`config.mk`:
```
export PLATFORM = sky130hd
export DESIGN_NAME = kb_fifo_flat
export DESIGN_NICKNAME = d
export VERILOG_FILES = /design/src/rtl/kb_fifo_if.sv /design/src/rtl/kb_fifo.sv /design/src/flat_wrapper.sv
export SDC_FILE = /design/constraint.sdc
export NUM_CORES = 1
export LEC_CHECK = 0
export ABC_AREA = 1
export CORE_ASPECT_RATIO = 0.7
export CORE_MARGIN = 8
export CORE_UTILIZATION = 46
export CTS_BUF_LIST = sky130_fd_sc_hd__clkbuf_4 sky130_fd_sc_hd__clkbuf_8 sky130_fd_sc_hd__clkbuf_16
export DETAILED_ROUTE_END_ITERATION = 16
export SYNTH_ARGS = -nofsm -noshare
export SYNTH_HDL_FRONTEND = slang
export SYNTH_SLANG_ARGS = --single-unit
```
`constraint.sdc`:
```
create_clock -name clk -period 5.75 [get_ports clk]
set_clock_uncertainty 0.15 [all_clocks]
set_input_delay 1.15 -clock clk [delete_from_list [all_inputs] [get_ports clk]]
set_output_delay 1.15 -clock clk [all_outputs]
set_load 0.01 [all_outputs]
```
`src/rtl/kb_fifo_if.sv`:
```
// Keyboard buffer bus: receiver push strobe, CPU pop/flush, and buffer status.
// The FIFO is the slave; the receiver/CPU side is the master.
interface kb_fifo_if #(
  parameter int DATA_W = 7,
  parameter int DEPTH  = 16
);
  localparam int CNT_W = $clog2(DEPTH + 1);

  logic              KB_read_en;
  logic              KB_clear;
  logic [7:0]        rx_data;
  logic              rx_done;
  logic              KB_status;
  logic [DATA_W-1:0] KB_data;
  logic              buf_full;
  logic              buf_almost_full;
  logic [CNT_W-1:0]  buf_count;
  logic              buf_overflow;
  logic              buf_underflow;

  modport master (
    output KB_read_en, KB_clear, rx_data, rx_done,
    input  KB_status, KB_data, buf_full, buf_almost_full, buf_count,
           buf_overflow, buf_underflow
  );

  modport slave (
    input  KB_read_en, KB_clear, rx_data, rx_done,
    output KB_status, KB_data, buf_full, buf_almost_full, buf_count,
           buf_overflow, buf_underflow
  );
endinterface

```
`src/rtl/kb_fifo.sv`:
```
// Parametrised keyboard receive FIFO with show-ahead head, occupancy count,
// almost-full, selectable overflow policy and sticky error flags.
module kb_fifo #(
  parameter int DATA_W    = 7,
  parameter int DEPTH     = 16,
  parameter int AFULL_LVL = DEPTH - 2,
  parameter int OVERWRITE = 0
) (
  input  logic      clk,
  input  logic      rst_n,
  kb_fifo_if.slave  bus
);
  localparam int PTR_W = $clog2(DEPTH);
  localparam int CNT_W = $clog2(DEPTH + 1);
  localparam logic [CNT_W-1:0] DEPTH_C = CNT_W'(DEPTH);
  localparam logic [CNT_W-1:0] AFULL_C = CNT_W'(AFULL_LVL);
  localparam bit OW = (OVERWRITE != 0);

  logic [DATA_W-1:0] mem_q [DEPTH];
  logic [PTR_W-1:0]  wp_q, wp_d, rp_q, rp_d;
  logic [CNT_W-1:0]  count_q, count_d;
  logic              ovf_q, ovf_d, udf_q, udf_d;
  logic              mem_we;
  logic              empty, full, do_pop, grow;
  logic              unused_rx_bits;

  assign empty = (count_q == '0);
  assign full  = (count_q == DEPTH_C);
  assign unused_rx_bits = ^bus.rx_data;

  // NOTE: every signal gets a default before any branch, so no path leaves it
  // unassigned and no latch is inferred.
  always_comb begin
    wp_d    = wp_q;
    rp_d    = rp_q;
    count_d = count_q;
    ovf_d   = ovf_q;
    udf_d   = udf_q;
    mem_we  = 1'b0;
    do_pop  = 1'b0;
    grow    = 1'b0;

    if (bus.KB_clear) begin
      wp_d    = '0;
      rp_d    = '0;
      count_d = '0;
      ovf_d   = 1'b0;
      udf_d   = 1'b0;
    end else begin
      do_pop = bus.KB_read_en && !empty;
      // A pop in the same cycle frees the slot, so a push at full is legal then.
      grow   = bus.rx_done && (!full || do_pop);

      if (bus.rx_done && (grow || OW)) begin
        mem_we = 1'b1;
        wp_d   = wp_q + PTR_W'(1);
      end

      if (bus.rx_done && full && !do_pop) begin
        ovf_d = 1'b1;
        // Overwrite mode evicts the oldest entry to make room.
        if (OW) rp_d = rp_q + PTR_W'(1);
      end

      if (do_pop) rp_d = rp_q + PTR_W'(1);
      if (bus.KB_read_en && empty) udf_d = 1'b1;

      count_d = count_q + CNT_W'(grow) - CNT_W'(do_pop);
    end
  end

  // NOTE: sequential state uses non-blocking assignments so every flop samples
  // the pre-edge values regardless of statement order.
  always_ff @(posedge clk or negedge rst_n) begin
    if (!rst_n) begin
      wp_q    <= '0;
      rp_q    <= '0;
      count_q <= '0;
      ovf_q   <= 1'b0;
      udf_q   <= 1'b0;
    end else begin
      wp_q    <= wp_d;
      rp_q    <= rp_d;
      count_q <= count_d;
      ovf_q   <= ovf_d;
      udf_q   <= udf_d;
    end
  end

  // NOTE: the storage array is deliberately not reset; the zero count masks
  // stale contents and keeps the array as plain registers without reset muxes.
  always_ff @(posedge clk) begin
    if (mem_we) mem_q[wp_q] <= bus.rx_data[DATA_W-1:0];
  end

  assign bus.KB_status       = !empty;
  assign bus.KB_data         = empty ? '0 : mem_q[rp_q];
  assign bus.buf_full        = full;
  assign bus.buf_almost_full = (count_q >= AFULL_C);
  assign bus.buf_count       = count_q;
  assign bus.buf_overflow    = ovf_q;
  assign bus.buf_underflow   = udf_q;
endmodule

```
`src/flat_wrapper.sv`:
```
// flat-port wrapper written by rule: the top's interface ports become plain ports
module kb_fifo_flat 
#(
  parameter int DATA_W    = 7,
  parameter int DEPTH     = 16,
  parameter int AFULL_LVL = DEPTH - 2,
  parameter int OVERWRITE = 0
)
  (clk, rst_n, bus_KB_read_en, bus_KB_clear, bus_rx_data, bus_rx_done, bus_KB_status, bus_KB_data, bus_buf_full, bus_buf_almost_full, bus_buf_count, bus_buf_overflow, bus_buf_underflow);
  kb_fifo_if #(.DATA_W(DATA_W), .DEPTH(DEPTH)) bus_i ();
  input  logic clk;
  input  logic rst_n;
  input wire logic [$bits(bus_i.KB_read_en)-1:0] bus_KB_read_en;
  input wire logic [$bits(bus_i.KB_clear)-1:0] bus_KB_clear;
  input wire logic [$bits(bus_i.rx_data)-1:0] bus_rx_data;
  input wire logic [$bits(bus_i.rx_done)-1:0] bus_rx_done;
  output wire logic [$bits(bus_i.KB_status)-1:0] bus_KB_status;
  output wire logic [$bits(bus_i.KB_data)-1:0] bus_KB_data;
  output wire logic [$bits(bus_i.buf_full)-1:0] bus_buf_full;
  output wire logic [$bits(bus_i.buf_almost_full)-1:0] bus_buf_almost_full;
  output wire logic [$bits(bus_i.buf_count)-1:0] bus_buf_count;
  output wire logic [$bits(bus_i.buf_overflow)-1:0] bus_buf_overflow;
  output wire logic [$bits(bus_i.buf_underflow)-1:0] bus_buf_underflow;
  assign bus_i.KB_read_en = bus_KB_read_en;
  assign bus_i.KB_clear = bus_KB_clear;
  assign bus_i.rx_data = bus_rx_data;
  assign bus_i.rx_done = bus_rx_done;
  assign bus_KB_status = bus_i.KB_status;
  assign bus_KB_data = bus_i.KB_data;
  assign bus_buf_full = bus_i.buf_full;
  assign bus_buf_almost_full = bus_i.buf_almost_full;
  assign bus_buf_count = bus_i.buf_count;
  assign bus_buf_overflow = bus_i.buf_overflow;
  assign bus_buf_underflow = bus_i.buf_underflow;
  kb_fifo #(.DATA_W(DATA_W), .DEPTH(DEPTH), .AFULL_LVL(AFULL_LVL), .OVERWRITE(OVERWRITE)) u_core (.clk(clk), .rst_n(rst_n), .bus(bus_i));
endmodule
```
==> results of run 1 <==
kinds of logic (layout without fill, tap and decap cells):
logic type,count (synthesis),after routing,share of synthesized area (%)
AND/OR/NAND/NOR,314,314,22.8
buffers and inverters,49,89,4.29
flip-flops,127,127,66.1
adder cells (fa/ha/maj),14,14,3.23
AO/OA/AOI/OAI,34,34,3.10
XOR/XNOR,3,3,0.464
area by class of cell:
class | instances | area, um2
inverters | 28 | 105
clock buffers | 18 | 433
well taps | 162 | 203
flip-flops and latches | 127 | 3740
repair buffers | 29 | 288
clock inverters | 14 | 216
fillers | 1026 | 5550
multi-input cells | 365 | 1680
how the worst min path moves through the flow:
| stage | slack, ns | to | cells after the start | start |
|---|---|---|---|---|
| after floorplan | 0.38 | u_core.bus.buf_underflow | 1 | u_core.bus.buf_underflow |
| final | 0.34 | u_core.bus.buf_underflow | 1 | u_core.bus.buf_underflow |
| after detailed placement | 0.33 | u_core.bus.buf_underflow | 1 | u_core.bus.buf_underflow |
| after CTS | 0.34 | u_core.bus.buf_underflow | 1 | u_core.bus.buf_underflow |
| after global routing | 0.35 | u_core.bus.buf_underflow | 1 | u_core.bus.buf_underflow |
| after global placement | 0.32 | u_core.bus.buf_underflow | 1 | u_core.bus.buf_underflow |
stage by stage:
stage	utilization, %	setup WS, ns	hold WS, ns	cell area (um2)	power [uW]
final	54.6	1.36	0.339	6660	2910
after global routing	54.6	1.18	0.354	6660	3050
after CTS	54.6	1.33	0.343	6660	2930
after detailed placement	49.2	1.83	0.334	6010	1760
after global placement	49.2	1.86	0.324	6010	1750
after floorplan	-	3.04	0.380	5660	1500
placed cells by master, fill, tap and decap left out, drive strengths merged:
cell,synthesis,layout
clkinv,1,9
clkdlybuf4s50,0,28
xor2,3,3
nand3,48,48
clkinvlp,0,1
ha,13,13
nand2,206,206
nor4,1,1
clkbuf,3,18
o21a,1,1
inv,27,27
o21bai,1,1
edfxtp,112,112
nor2,52,52
fa,1,1
nand4,5,5
dfrtp,15,15
nor3,2,2
buf,18,1
o21ai,7,7
bufinv,0,5
a21oi,25,25
power groups by stage:
stage,logic [uW],clock network [uW],registers (uW)
after detailed placement,662,0,1100
after global routing,744,1220,1090
after floorplan,417,0,1090
after global placement,653,0,1100
after CTS,667,1180,1080
final,660,1170,1080
flip-flops by register name, summed over array words and instances, names as in the netlist:
register                  cells
u_core.bus.buf_underflow      1
u_core.rp_q                   4
u_core.wp_q                   4
u_core.mem_q                112
u_core.bus.buf_count          5
u_core.bus.buf_overflow       1
synthesized netlist by cell type, types with 4 or more instances:
cell type and instances:
ha_1 13, edfxtp_1 112, inv_1 24, nor2_1 51
buf_2 11, a21oi_1 25, nand4_1 4, nand3_1 47
buf_6 5, nand2_1 203, dfrtp_1 15, o21ai_0 6
metal layers:
| metal | share of wire (%) | global-route usage, % | vias up | routed length [um] |
|---|---|---|---|---|
| li1 | - | - | 1866 | - |
| met1 | 46 | 23.8 | 1760 | 5940 |
| met2 | 45 | 25.9 | 122 | 5780 |
| met3 | 9.1 | 3.69 | 4 | 1180 |
| met4 | 0.57 | 7.03 | 0 | 74 |
| met5 | 0 | 0 | - | 0 |
critical path, delay by kind of cell (launching register included):
kind	cells	cell delay (ns)
buf+inv	2	0.95
simple gates	5	0.74
flops	1	0.98
==> flow_summary.toml, run 1 <==
[clock_tree]
cts_tree = "yes"
cts-root-buf = "clkbuf_16"
postCtsSetupBuffers = 0
h-tree-depth = 4
cts_inserted_buffers = 17
post_cts_resized = 0
clk_pin_slew_worst_paths_ns = 0.06
cts.sinks = 127
clock_latency_ns = 0.41
clock_path_buffers = 2
holdBufCountCts = 0

[finish]
fin_cells = 743
drive_gt1_share_pct = 7.57
num_antenna_cells = 0
final_nets = 595
synthToLayoutAreaGrowth_pct = 17.7

[synthesis]
synthTopCellsByArea = "edfxtp_1 59%, nand2_1 13%, dfrtp_1 6.6%"
synth_seq_cells = 127
avgSynthCellArea_um2 = 10.5
synth_top_area_cell = "edfxtp_1"
synth.top_cell.area_share_pct = 59.4
netlist_area_um2 = 5660
synth_cell_types = 29
synth_ff_type = "edfxtp_1"
ys_seq_area_share_pct = 66.1
synth_cells = 541
ys_warn_count = 0
synthArstFlopShare_pct = 11.8
synth_edf_count = 112
synth.net_count = 568

[detailed_routing]
drt_iter0_drc = 325
dr_total_vias = 3752
drt_wl_total_um = 13000
ant_nets = 0
drt_pass1_iterations = 4
drc = 0
vias_per_cell = 5.05
wl_per_cell_um = 17.5

[sta]
setup_viol = 0
relSlewSlack_pct = 31.0
rsz0062_at_grt = "false"
min_period_over_period_pct = 76.3
fmax_ghz = 0.228
fin_setup_tns_ns = 0
post-route-min-period_ns = 4.39
finalMaxSlewViolations = 0
worstMarginPinSlew_ns = 1.03
hold_violations = 0

[power_and_ir_drop]
ir_worst_vdd_mv = 0.228
power.internal_uw = 2060
clockPowerShare_pct = 40.2
p_leak_uw = 0.00267
powerDensity_nw_per_um2 = 436
power.switching_uw = 848
p_seq_share_pct = 37.1
pwr-share-comb_pct = 22.7
p_sw_share_pct = 29.2

[floorplanning]
pin_count = 30
coreArea_um2 = 12200
rows = 34
start_util_pct = 46.3
fp.dieH_um = 109
die-area_um2 = 16200
die_w_um = 149

[worst_setup_path]
cp-start-kind = "register"
critical_path.slowest_cell = "dfrtp_1"
cp-endpoint = "bus_KB_data[2]"
cp_slowest_stage_delay_ns = 0.98
worstPathRequired_ns = 4.45
cp_max_fo = 25
worstReg2RegStart = "u_core.bus.buf_count[2]"
worst-r2r-setup-slack_ns = 2.87
startpoint = "u_core.rp_q[1]"
r2r-end = "u_core.bus.buf_count[4]"
crit_type = "register to primary output"
arrival_ns = 3.09
cp_cell_sequence = "inv_1 -> nand3_1 -> nand3_1 -> nand2_1 -> nand2_1 -> nor2_1 -> clkdlybuf4s50_1"
end_kind = "primary output"
r2r_cells = 15

[placed_design]
gp_congestion = 0.798
numPortBuffers = 28
dpl.hpwl_um = 8050
place_inst = 711

[grt]
grt_pass1_vias = 3658
antenna_found_initial = 0
grt_pass1_wl_um = 20600
grt_overflow = 0
grt_max_degree = 60
grt_usage_pct = 17.1

[flow_run]
max_cap_violations = 0

[min_path]
hp-class = "register to register"

[status]
status = "finished clean"
No activity file was read; power rests on OpenSTA's default activity.
==> inputs of run 2 (changes only) <==
==> constraint.sdc (replaced) <==
create_clock -name clk -period 4.5 [get_ports clk]
set_clock_uncertainty 0.15 [all_clocks]
set_input_delay 0.9 -clock clk [delete_from_list [all_inputs] [get_ports clk]]
set_output_delay 0.9 -clock clk [all_outputs]
set_load 0.01 [all_outputs]
==> flow_summary.toml, run 2 (synthesis gave the netlist of run 1 again) <==
[finish]
seqCellArea_um2 = 3740
regMostFlops = "u_core.mem_q"
largest_reg_flops = 112
num_antenna_cells = 0
final_common_cell = "nand2_1"
final_nets = 597
synthToLayoutAreaGrowth_pct = 15.9
multiInputGateArea_um2 = 1680
fillers = 1077
drive_gt1_share_pct = 6.71
most-common-layout-cells = "203 x nand2_1, 112 x edfxtp_1, 51 x nor2_1, 47 x nand3_1, 28 x clkdlybuf4s50_1"

[grt]
grt_pass1_vias = 3625
grt_pass1_wl_um = 20300
grt_max_degree = 59
antenna_found_initial = 0
grt_overflow = 0
grt_usage_pct = 17.0

[worst_setup_path]
end_kind = "primary output"
arrival_ns = 2.75
worstReg2RegStart = "u_core.bus.buf_count[2]"
startpoint = "u_core.rp_q[0]"
worstPathRequired_ns = 3.45
cp_max_fo = 58
worst-r2r-setup-slack_ns = 1.56
cp-start-kind = "register"
critical_path.slowest_cell = "clkdlybuf4s50_1"
crit_type = "register to primary output"
cp_cell_sequence = "buf_4 -> nand2_1 -> nand3_1 -> nand2_1 -> a21oi_1 -> nor2_1 -> nor2_1 -> clkdlybuf4s50_1"
cp_slowest_stage_delay_ns = 0.57
r2r_cells = 15

[clock_tree]
clock_path_buffers = 2
cts_inserted_buffers = 17
h-tree-depth = 4
post_cts_resized = 0
holdBufCountCts = 0
cts-root-buf = "clkbuf_16"
cts_tree = "yes"
cts.sinks = 127
clk_pin_slew_worst_paths_ns = 0.05
postCtsSetupBuffers = 0
clock_latency_ns = 0.41

[floorplanning]
coreArea_um2 = 12200
pin_count = 30
start_util_pct = 46.3
die-area_um2 = 16200
rows = 34
fp.dieH_um = 109
die_w_um = 149

[sta]
hold_violations = 0
post-route-min-period_ns = 3.80
finalMaxSlewViolations = 0
min_period_over_period_pct = 84.4
fin_setup_tns_ns = 0
worstMarginPinSlew_ns = 0.771
setup_viol = 0
rsz0062_at_grt = "false"
fmax_ghz = 0.263
worst_hold_slack_ns = 0.352
relSlewSlack_pct = 48.4

[detailed_routing]
dr_wl_met3_um = 695
ant_nets = 0
vias_per_cell = 5.15
routed.top_layer = "met4"
drt_wl_total_um = 13000
dr_wl_met2_um = 5670
drc = 0
drt_pass1_iterations = 5
wl_per_cell_um = 17.4
wirelength_met1_um = 6420
drt_iter0_drc = 359
dr_total_vias = 3823

[min_path]
hp-class = "register to register"
min_from = "u_core.bus.buf_underflow"
hold_depth = 1

[power_and_ir_drop]
p_leak_uw = 0.00263
powerDensity_nw_per_um2 = 525
ir_worst_vdd_mv = 0.278

[placed_design]
numPortBuffers = 28
dpl.hpwl_um = 8390
gp_congestion = 0.765

[status]
status = "finished clean"

[flow_run]
max_cap_violations = 0
==> run 2: changes by cell type in the layout (fill, tap and decap cells not counted), sizes merged <==
cell    previous run  this run
bufinv             5         1
buf                1         3
clkinv             9        10
clkbuf            18        19
==> run 2: report_power, final <==
group	internal (uW)	switching, uW
Combinational	327	552
Clock	748	451
Sequential	1330	38.2
==> run 2: routing by layer <==
metal,track usage (%),up-vias
li1,-,1868
met3,4.15,18
met5,0,-
met1,24.5,1837
met4,5.73,0
met2,24.8,100
==> run 2: stage by stage <==
stage | instance area, um2 | total power [uW] | std cells | utilization [%] | worst slack (ns)
2_1_floorplan | 5660 | 1920 | 541 | - | 1.98
5_1_grt | 6560 | 3620 | 743 | 53.7 | 0.560
4_1_cts | 6560 | 3460 | 743 | 53.7 | 0.731
3_3_place_gp | 6040 | 2250 | 713 | 49.5 | 1.19
3_5_place_dp | 6040 | 2260 | 713 | 49.5 | 1.18
6_report | 6560 | 3440 | 743 | 53.7 | 0.700
==> run 2: final timing paths <==
path                                       endpoint
min reg2reg                u_core.bus.buf_underflow
min                        u_core.bus.buf_underflow
max in group asynchronous            u_core.rp_q[0]
min in group asynchronous   u_core.bus.buf_count[3]
max reg2reg                 u_core.bus.buf_count[4]
max                                  bus_KB_data[2]
==> run 2: area by class of cell <==
class	count	share of cell area, %
clock buffer	19	6.72
clock inverter	11	1.16
sequential	127	57.0
tap	162	3.09
multi-input combinational	365	25.6
inverter	28	1.60
timing repair buffer	31	4.81
==> run 2: worst max-delay path, delay by kind of cell, from the launching register on <==
kind / cells / cell delay (ns)
buffers and inverters: 2 / 1.11
and+or+nand+nor: 5 / 0.56
DFF: 1 / 0.36
AOI/OAI and AO/OA: 1 / 0.27
==> inputs of run 3 (changes only) <==
==> constraint.sdc (replaced) <==
create_clock -name clk -period 3.6 [get_ports clk]
set_clock_uncertainty 0.15 [all_clocks]
set_input_delay 0.72 -clock clk [delete_from_list [all_inputs] [get_ports clk]]
set_output_delay 0.72 -clock clk [all_outputs]
set_load 0.01 [all_outputs]
==> flow_summary.toml, run 3 (synthesis gave the netlist of run 1 again) <==
[status]
status = "finished clean"

[floorplanning]
die-area_um2 = 16200
die_w_um = 149
pin_count = 30
coreArea_um2 = 12200
fp.dieH_um = 109
rows = 34
start_util_pct = 46.3

[clock_tree]
post_cts_resized = 0
clock_path_buffers = 2
cts-root-buf = "clkbuf_16"
postCtsSetupBuffers = 0
clk_pin_slew_worst_paths_ns = 0.05
cts_inserted_buffers = 17
clock_latency_ns = 0.41
h-tree-depth = 4
cts_tree = "yes"
cts.sinks = 127
holdBufCountCts = 0

[detailed_routing]
drc = 0
vias_per_cell = 5.12
dr_total_vias = 3837
drt_iter0_drc = 376
drt_wl_total_um = 12900
wl_per_cell_um = 17.3
drt_pass1_iterations = 4
ant_nets = 0

[worst_setup_path]
cp_max_fo = 14
end_kind = "primary output"
crit_type = "register to primary output"
arrival_ns = 2.48
cp_common_cell = "nand2_1"
worstPathRequired_ns = 2.73
cp-start-kind = "register"
cp_slowest_stage_delay_ns = 0.57
cp_cell_sequence = "buf_4 -> nor2_4 -> nand2_1 -> nand2_1 -> nor2_1 -> nand2_1 -> nand2_1 -> nor2_1 -> clkdlybuf4s50_1"
critical_path.slowest_cell = "clkdlybuf4s50_1"

[sta]
post-route-min-period_ns = 3.35
worstMarginPinSlew_ns = 0.762
fmax_ghz = 0.298
fin_setup_tns_ns = 0
setup_viol = 0
rsz0062_at_grt = "false"
min_period_over_period_pct = 93.1
worst_slack_ns = 0.249
hold_violations = 0
finalMaxSlewViolations = 0
relSlewSlack_pct = 49.0

[finish]
num_antenna_cells = 0
final_nets = 601
largest_reg_flops = 112
final_common_cell = "nand2_1"
synthToLayoutAreaGrowth_pct = 18.4
most-common-layout-cells = "203 x nand2_1, 112 x edfxtp_1, 51 x nor2_1, 47 x nand3_1, 28 x clkdlybuf4s50_1"
regMostFlops = "u_core.mem_q"
drive_gt1_share_pct = 8.18

[grt]
grt_usage_pct = 17.1
grt_pass1_wl_um = 20700
grt_pass1_vias = 3812
grt_overflow = 0
grt_max_degree = 59
antenna_found_initial = 0

[placed_design]
dpl.hpwl_um = 8390
pre_cts_ws_ns = 0.541
gp_congestion = 0.841
numPortBuffers = 28

[power_and_ir_drop]
ir_worst_vdd_mv = 0.352
powerDensity_nw_per_um2 = 690
p_leak_uw = 0.00269

[flow_run]
max_cap_violations = 0

[min_path]
hp-class = "register to register"
-- run 3: changes by cell type in the layout (fill, tap and decap cells not counted), sizes merged --
cell      change
clkinv        -5
buf           +4
bufinv        +3
clkinvlp      +3
clkbuf        +1
-- run 3: where the power goes --
part | total, uW | internal [uW] | switching (uW)
logic | 1120 | 428 | 695
clock network | 1780 | 1170 | 611
registers | 1710 | 1660 | 55.7
total | 4620 | 3260 | 1360
-- run 3: stage by stage --
step,area (um2),cells,total power (uW),utilization (%),hold WS (ns)
global placement,6080,717,2840,49.8,0.327
CTS,6700,749,4640,54.9,0.361
finish,6700,749,4620,54.9,0.356
detailed placement,6080,717,2860,49.8,0.344
global route,6700,749,4840,54.9,0.393
floorplan,5660,541,2400,-,0.274
-- run 3: final timing paths --
path | from | end | slack (ns) | cells after the start
setup / recovery | u_core.rp_q[1] | bus_KB_data[0] | 0.25 | 9
hold / removal | u_core.bus.buf_underflow | u_core.bus.buf_underflow | 0.36 | 1
setup reg to reg | u_core.bus.buf_count[2] | u_core.bus.buf_count[4] | 0.71 | 15
hold reg to reg | u_core.bus.buf_underflow | u_core.bus.buf_underflow | 0.36 | 1
max in group asynchronous | rst_n | u_core.rp_q[0] | 2.24 | 1
min in group asynchronous | rst_n | u_core.bus.buf_count[3] | 0.57 | 1
-- run 3: metal layers --
| metal | wire length, um | track usage, % | up-vias |
|---|---|---|---|
| met5 | 0 | 0 | - |
| met4 | 114 | 4.57 | 0 |
| met3 | 750 | 4.73 | 11 |
| met2 | 5720 | 25.3 | 101 |
| met1 | 6340 | 24.4 | 1848 |
| li1 | - | - | 1877 |
-- run 3: cell type report --
class	count	area (um2)
Timing Repair Buffer	35	358
Fill cell	1052	5510
Clock inverter	12	168
Multi-Input combinational cell	365	1680
Inverter	28	105
Clock buffer	20	448
Sequential cell	127	3740
Tap cell	162	203
-- run 3: worst max-delay path: cells and delay by family, from the launching register on --
family | cells | cell delay (ns)
buffers and inverters | 2 | 0.78
flip-flops | 1 | 0.44
AND/OR/NAND/NOR | 7 | 0.84
